**config.mk**
```make
export PLATFORM = sky130hd
export DESIGN_NAME = mant_sub_seq
export DESIGN_NICKNAME = d
export VERILOG_FILES = /design/src/rtl/mant_sub_seq.sv
export SDC_FILE = /design/constraint.sdc
export NUM_CORES = 1
export LEC_CHECK = 0
export BUFFER_PORTS_ARGS = -buffer_cell sky130_fd_sc_hd__buf_4
export CORE_MARGIN = 10
export CORE_UTILIZATION = 62
export DETAILED_ROUTE_END_ITERATION = 12
export PLACE_DENSITY = 0.95
export SLEW_MARGIN = 20
export SYNTH_ARGS = -nofsm -noshare
export SYNTH_HDL_FRONTEND = slang
export SYNTH_SLANG_ARGS = --single-unit
```
**constraint.sdc**
```tcl
create_clock -name i_clk -period 11.3 [get_ports i_clk]
set_input_delay 1.695 -clock i_clk [delete_from_list [all_inputs] [get_ports i_clk]]
set_output_delay 1.695 -clock i_clk [all_outputs]
set_load 0.01 [all_outputs]
```
**src/rtl/mant_sub_seq.sv**
```systemverilog
// rtl/mant_sub_seq.sv - byte-serial mantissa magnitude subtractor |A - B|
module mant_sub_seq #(
    parameter int WIDTH = 24
) (
    input  logic             i_clk,
    input  logic             i_rst_n,
    input  logic             i_start,
    input  logic [WIDTH-1:0] i_data_a,
    input  logic [WIDTH-1:0] i_data_b,
    output logic             o_busy,
    output logic             o_valid,
    output logic [WIDTH-1:0] o_diff,
    output logic             o_sign,
    output logic             o_zero
);

    localparam int NBYTES = WIDTH / 8;
    localparam int IDX_W  = (NBYTES > 1) ? $clog2(NBYTES) : 1;
    localparam logic [IDX_W-1:0] LAST_IDX = IDX_W'(NBYTES - 1);

    typedef enum logic [1:0] {
        IDLE = 2'd0,
        SUB  = 2'd1,
        NEG  = 2'd2,
        DONE = 2'd3
    } state_t;

    state_t           state;
    logic [WIDTH-1:0] a_r;
    logic [WIDTH-1:0] b_r;
    logic [WIDTH-1:0] res_r;
    logic [IDX_W-1:0] idx;
    logic             carry;

    logic [7:0]       slice_x;
    logic [7:0]       slice_y;
    logic [8:0]       slice_out;
    logic [WIDTH-1:0] res_next;
    logic             last_byte;

    // 8-bit carry-lookahead add: every carry is formed directly from g/p terms
    function automatic logic [8:0] cla8(input logic [7:0] x, input logic [7:0] y,
                                        input logic cin);
        logic [7:0] g;
        logic [7:0] p;
        logic [8:0] c;
        logic       pp;
        g    = x & y;
        p    = x ^ y;
        c    = '0;
        c[0] = cin;
        for (int i = 0; i < 8; i++) begin
            c[i+1] = g[i];
            pp     = p[i];
            for (int j = i - 1; j >= 0; j--) begin
                c[i+1] = c[i+1] | (pp & g[j]);
                pp     = pp & p[j];
            end
            c[i+1] = c[i+1] | (pp & cin);
        end
        return {c[8], p ^ c[7:0]};
    endfunction

    // Slice operands: SUB adds a + ~b, NEG adds ~res + 0 (carry supplies the +1)
    always_comb begin
        slice_x = a_r[{idx, 3'b000} +: 8];
        slice_y = ~b_r[{idx, 3'b000} +: 8];
        if (state == NEG) begin
            slice_x = ~res_r[{idx, 3'b000} +: 8];
            slice_y = 8'h00;
        end
        slice_out = cla8(slice_x, slice_y, carry);
        last_byte = (idx == LAST_IDX);
    end

    // Result with the current slice merged in, so DONE outputs see the final byte
    always_comb begin
        res_next = res_r;
        res_next[{idx, 3'b000} +: 8] = slice_out[7:0];
    end

    // Control FSM with registered outputs
    always_ff @(posedge i_clk or negedge i_rst_n) begin
        if (!i_rst_n) begin
            state   <= IDLE;
            a_r     <= '0;
            b_r     <= '0;
            res_r   <= '0;
            idx     <= '0;
            carry   <= 1'b0;
            o_busy  <= 1'b0;
            o_valid <= 1'b0;
            o_diff  <= '0;
            o_sign  <= 1'b0;
            o_zero  <= 1'b0;
        end else begin
            o_valid <= 1'b0;
            case (state)
                IDLE: begin
                    if (i_start) begin
                        a_r    <= i_data_a;
                        b_r    <= i_data_b;
                        idx    <= '0;
                        carry  <= 1'b1;
                        o_busy <= 1'b1;
                        state  <= SUB;
                    end
                end
                SUB: begin
                    res_r <= res_next;
                    carry <= slice_out[8];
                    idx   <= idx + 1'b1;
                    if (last_byte) begin
                        if (slice_out[8]) begin
                            o_sign  <= 1'b0;
                            o_diff  <= res_next;
                            o_zero  <= (res_next == '0);
                            o_valid <= 1'b1;
                            state   <= DONE;
                        end else begin
                            o_sign <= 1'b1;
                            idx    <= '0;
                            carry  <= 1'b1;
                            state  <= NEG;
                        end
                    end
                end
                NEG: begin
                    res_r <= res_next;
                    carry <= slice_out[8];
                    idx   <= idx + 1'b1;
                    if (last_byte) begin
                        o_diff  <= res_next;
                        o_zero  <= (res_next == '0);
                        o_valid <= 1'b1;
                        state   <= DONE;
                    end
                end
                DONE: begin
                    o_busy <= 1'b0;
                    idx    <= '0;
                    state  <= IDLE;
                end
                default: state <= IDLE;
            endcase
        end
    end

endmodule

```
==> flow_summary.ini <==
[clock_network]
clockBufferDepth = 2
clk_latency_ns = 0.37
post_cts_buffers = 0
clock-sinks = 105
numCtsBuffers = 9
h-tree-depth = 3
tritoncts = yes
hold_buffers = 0
clk_root_buffer_cell = clkbuf_8
cts-resized-gates = 0
clkTransAtPathRegs_ns = 0.10

[routing]
drt_iter0_drc = 354
viasPerCell = 6.26
drtPass1Iterations = 5
post_drt_wl_per_cell_um = 20.0
vias = 4289
antenna_left = 0
wl_um = 13700
drcViolationCount = 0

[timing]
clock_skew_ns = 0.0107
slew_viol_final = 0
rsz0062_at_grt = no
fin_ws_ns = 6.78
tightest_slew_ns = 1.05
fin_crit_ns = 4.52
tns_ns = 0
fin_crit_sh = 0.400
relSlewSlack = 0.296
holdWs_ns = 0.490
hold_viol = 0
max_clock_freq_mhz = 221
setup_viol = 0

[logic_synthesis]
synthSimpleGateAreaFrac = 0.103
ys_seq_elements = 105
syn-cell-area_sq_um = 5420
synth_xor_area_frac = 0.0132
yosysWarnings = 0
synth_common_cells = 105 x dfrtp_1, 67 x mux2_2, 60 x nand2_1
ys_top_cells_by_area = dfrtp_1 48%, mux2_2 14%, o21ai_0 4.4%
synthCells = 507
synth-compound-area-share = 0.163
ys_types = 58
synthFlopType = dfrtp_1
yosys.area_share.adder = 0.0429
synth_top_area_cell = dfrtp_1
synthMuxAreaShare = 0.158
syn-mean-instance-area_sq_um = 10.7
yosysMostFrequentCell = dfrtp_1
syn_nets = 576
ys_seq_area_frac = 0.485
async_flop_share = 1.00
synth_top_family_by_area = compound AO/OA/AOI/OAI gates
synth_edf_count = 0
synth_top_cell_area_share = 0.485

[layout]
multi_input_area_sq_um = 2600
layout-drive-gt1-share = 0.310
regArea_sq_um = 2630
fillers = 621
fin_cells = 685
layout.nets = 642
area_growth_pct = 15.9
diodes = 0

[placed_design]
pre_cts_ws_ns = 7.00
io_buffers = 78
gp_congestion = 0.985
placed_cells = 670
dp_hpwl_um = 10200

[die]
io_pins = 79
core_area_sq_um = 8640
die_w_um = 114
num_rows = 34
start_util = 0.628
dieArea_sq_um = 12900
die_y_um = 114

[global_route]
grtUsageMet3 = 0.0661
antenna_found_initial = 0
busiest_layer = met2
grt_pass1_wl_um = 22500
grt_pass1_vias = 4515
grt_use_total = 0.213
globalRouteOverflowTotal = 0
use_met1 = 0.267
grt_max_degree = 61
grtUsageMet2 = 0.344

[worst_setup_path]
critPathRequiredTime_ns = 11.57
rr_worst_depth = 13
cp_max_fo = 47
worstSetupEndpointType = register
crit_path_start_kind = register
arrival_ns = 4.78
worstSetupPathType = register to register

[hold_path]
hold_class = register to register
min_path_cells = 2

[outcome]
outcome = finished, final reports clean

[job]
maxCapViolCount = 0
[worst max-delay path, cell delays in order (launching register included)]
cell	delay (ns)
dfrtp_1	0.69
inv_2	0.31
nor2_1	0.46
buf_4	0.30
a221oi_1	0.12
a21oi_1	0.30
ha_1	0.32
a211oi_2	0.26
nor3_2	0.11
nor3_1	0.44
o21ai_0	0.20
nand3b_1	0.12
buf_4	0.37
mux2_2	0.39
[area by class of cell]
type / instances / share of cell area
Sequential cell: 105 / 0.418
Multi-Input combinational cell: 357 / 0.414
Timing Repair Buffer: 83 / 0.0991
Tap cell: 108 / 0.0215
Clock buffer: 10 / 0.0203
Clock inverter: 5 / 0.0167
Inverter: 17 / 0.0102
[worst paths after layout]
path / start / to / slack [ns]
worst max register to register: idx[0]$_DFFE_PN0P_ / o_diff[20]$_DFFE_PN0P_ / 6.78
worst min register to register: o_diff[3]$_DFFE_PN0P_ / o_diff[3]$_DFFE_PN0P_ / 0.49
max in group asynchronous: i_rst_n / a_r[12]$_DFFE_PN0P_ / 8.82
worst max-delay path: idx[0]$_DFFE_PN0P_ / o_diff[20]$_DFFE_PN0P_ / 6.78
min in group asynchronous: i_rst_n / o_diff[19]$_DFFE_PN0P_ / 1.31
worst min-delay path: o_diff[3]$_DFFE_PN0P_ / o_diff[3]$_DFFE_PN0P_ / 0.49
[metrics by stage]
step	utilization	area, sq um
final	0.728	6280
after global routing	0.728	6280
after CTS	0.728	6280
after detailed placement	0.701	6050
after global placement	0.701	6050
after floorplan	-	5420
[flip-flops by register name (all words and copies together) (netlist names)]
signal / count
a_r: 24
b_r: 24
carry: 1
idx: 2
o_busy: 1
o_diff: 24
o_sign: 1
o_valid: 1
o_zero: 1
res_r: 24
state: 2
[placed cells by master (no fill, tap or decap), drive strengths merged, types with 3 or more instances in the layout]
cell type | netlist | final
or2 | 3 | 3
nor2b | 5 | 5
inv | 17 | 17
a21oi | 33 | 33
xnor2 | 5 | 5
mux2i | 10 | 10
o22ai | 3 | 3
a221oi | 18 | 18
a32o | 6 | 6
mux2 | 67 | 67
a22oi | 9 | 9
nor3 | 3 | 3
or3 | 3 | 3
and2 | 3 | 3
dfrtp | 105 | 105
clkbuf | 19 | 10
nand4 | 3 | 3
ha | 17 | 17
nand2 | 60 | 60
bufinv | 0 | 3
buf | 9 | 83
o21ai | 50 | 50
nand3 | 5 | 5
o31ai | 3 | 3
nor2 | 25 | 25
[per-layer routing]
layer	vias up	wire, um
met5	-	0
met4	0	261
met3	24	1220
met2	206	6660
met1	2093	5560
li1	1966	-
[kinds of logic after synthesis]
kind of cell | after synthesis
compound gates | 136
simple gates | 120
flops | 105
mux | 77
buf+inv | 45
fa+ha+maj | 18
xor+xnor | 6
Power is not shown: default switching activity piles up to over one toggle a cycle in this logic, so the estimate is an artifact.
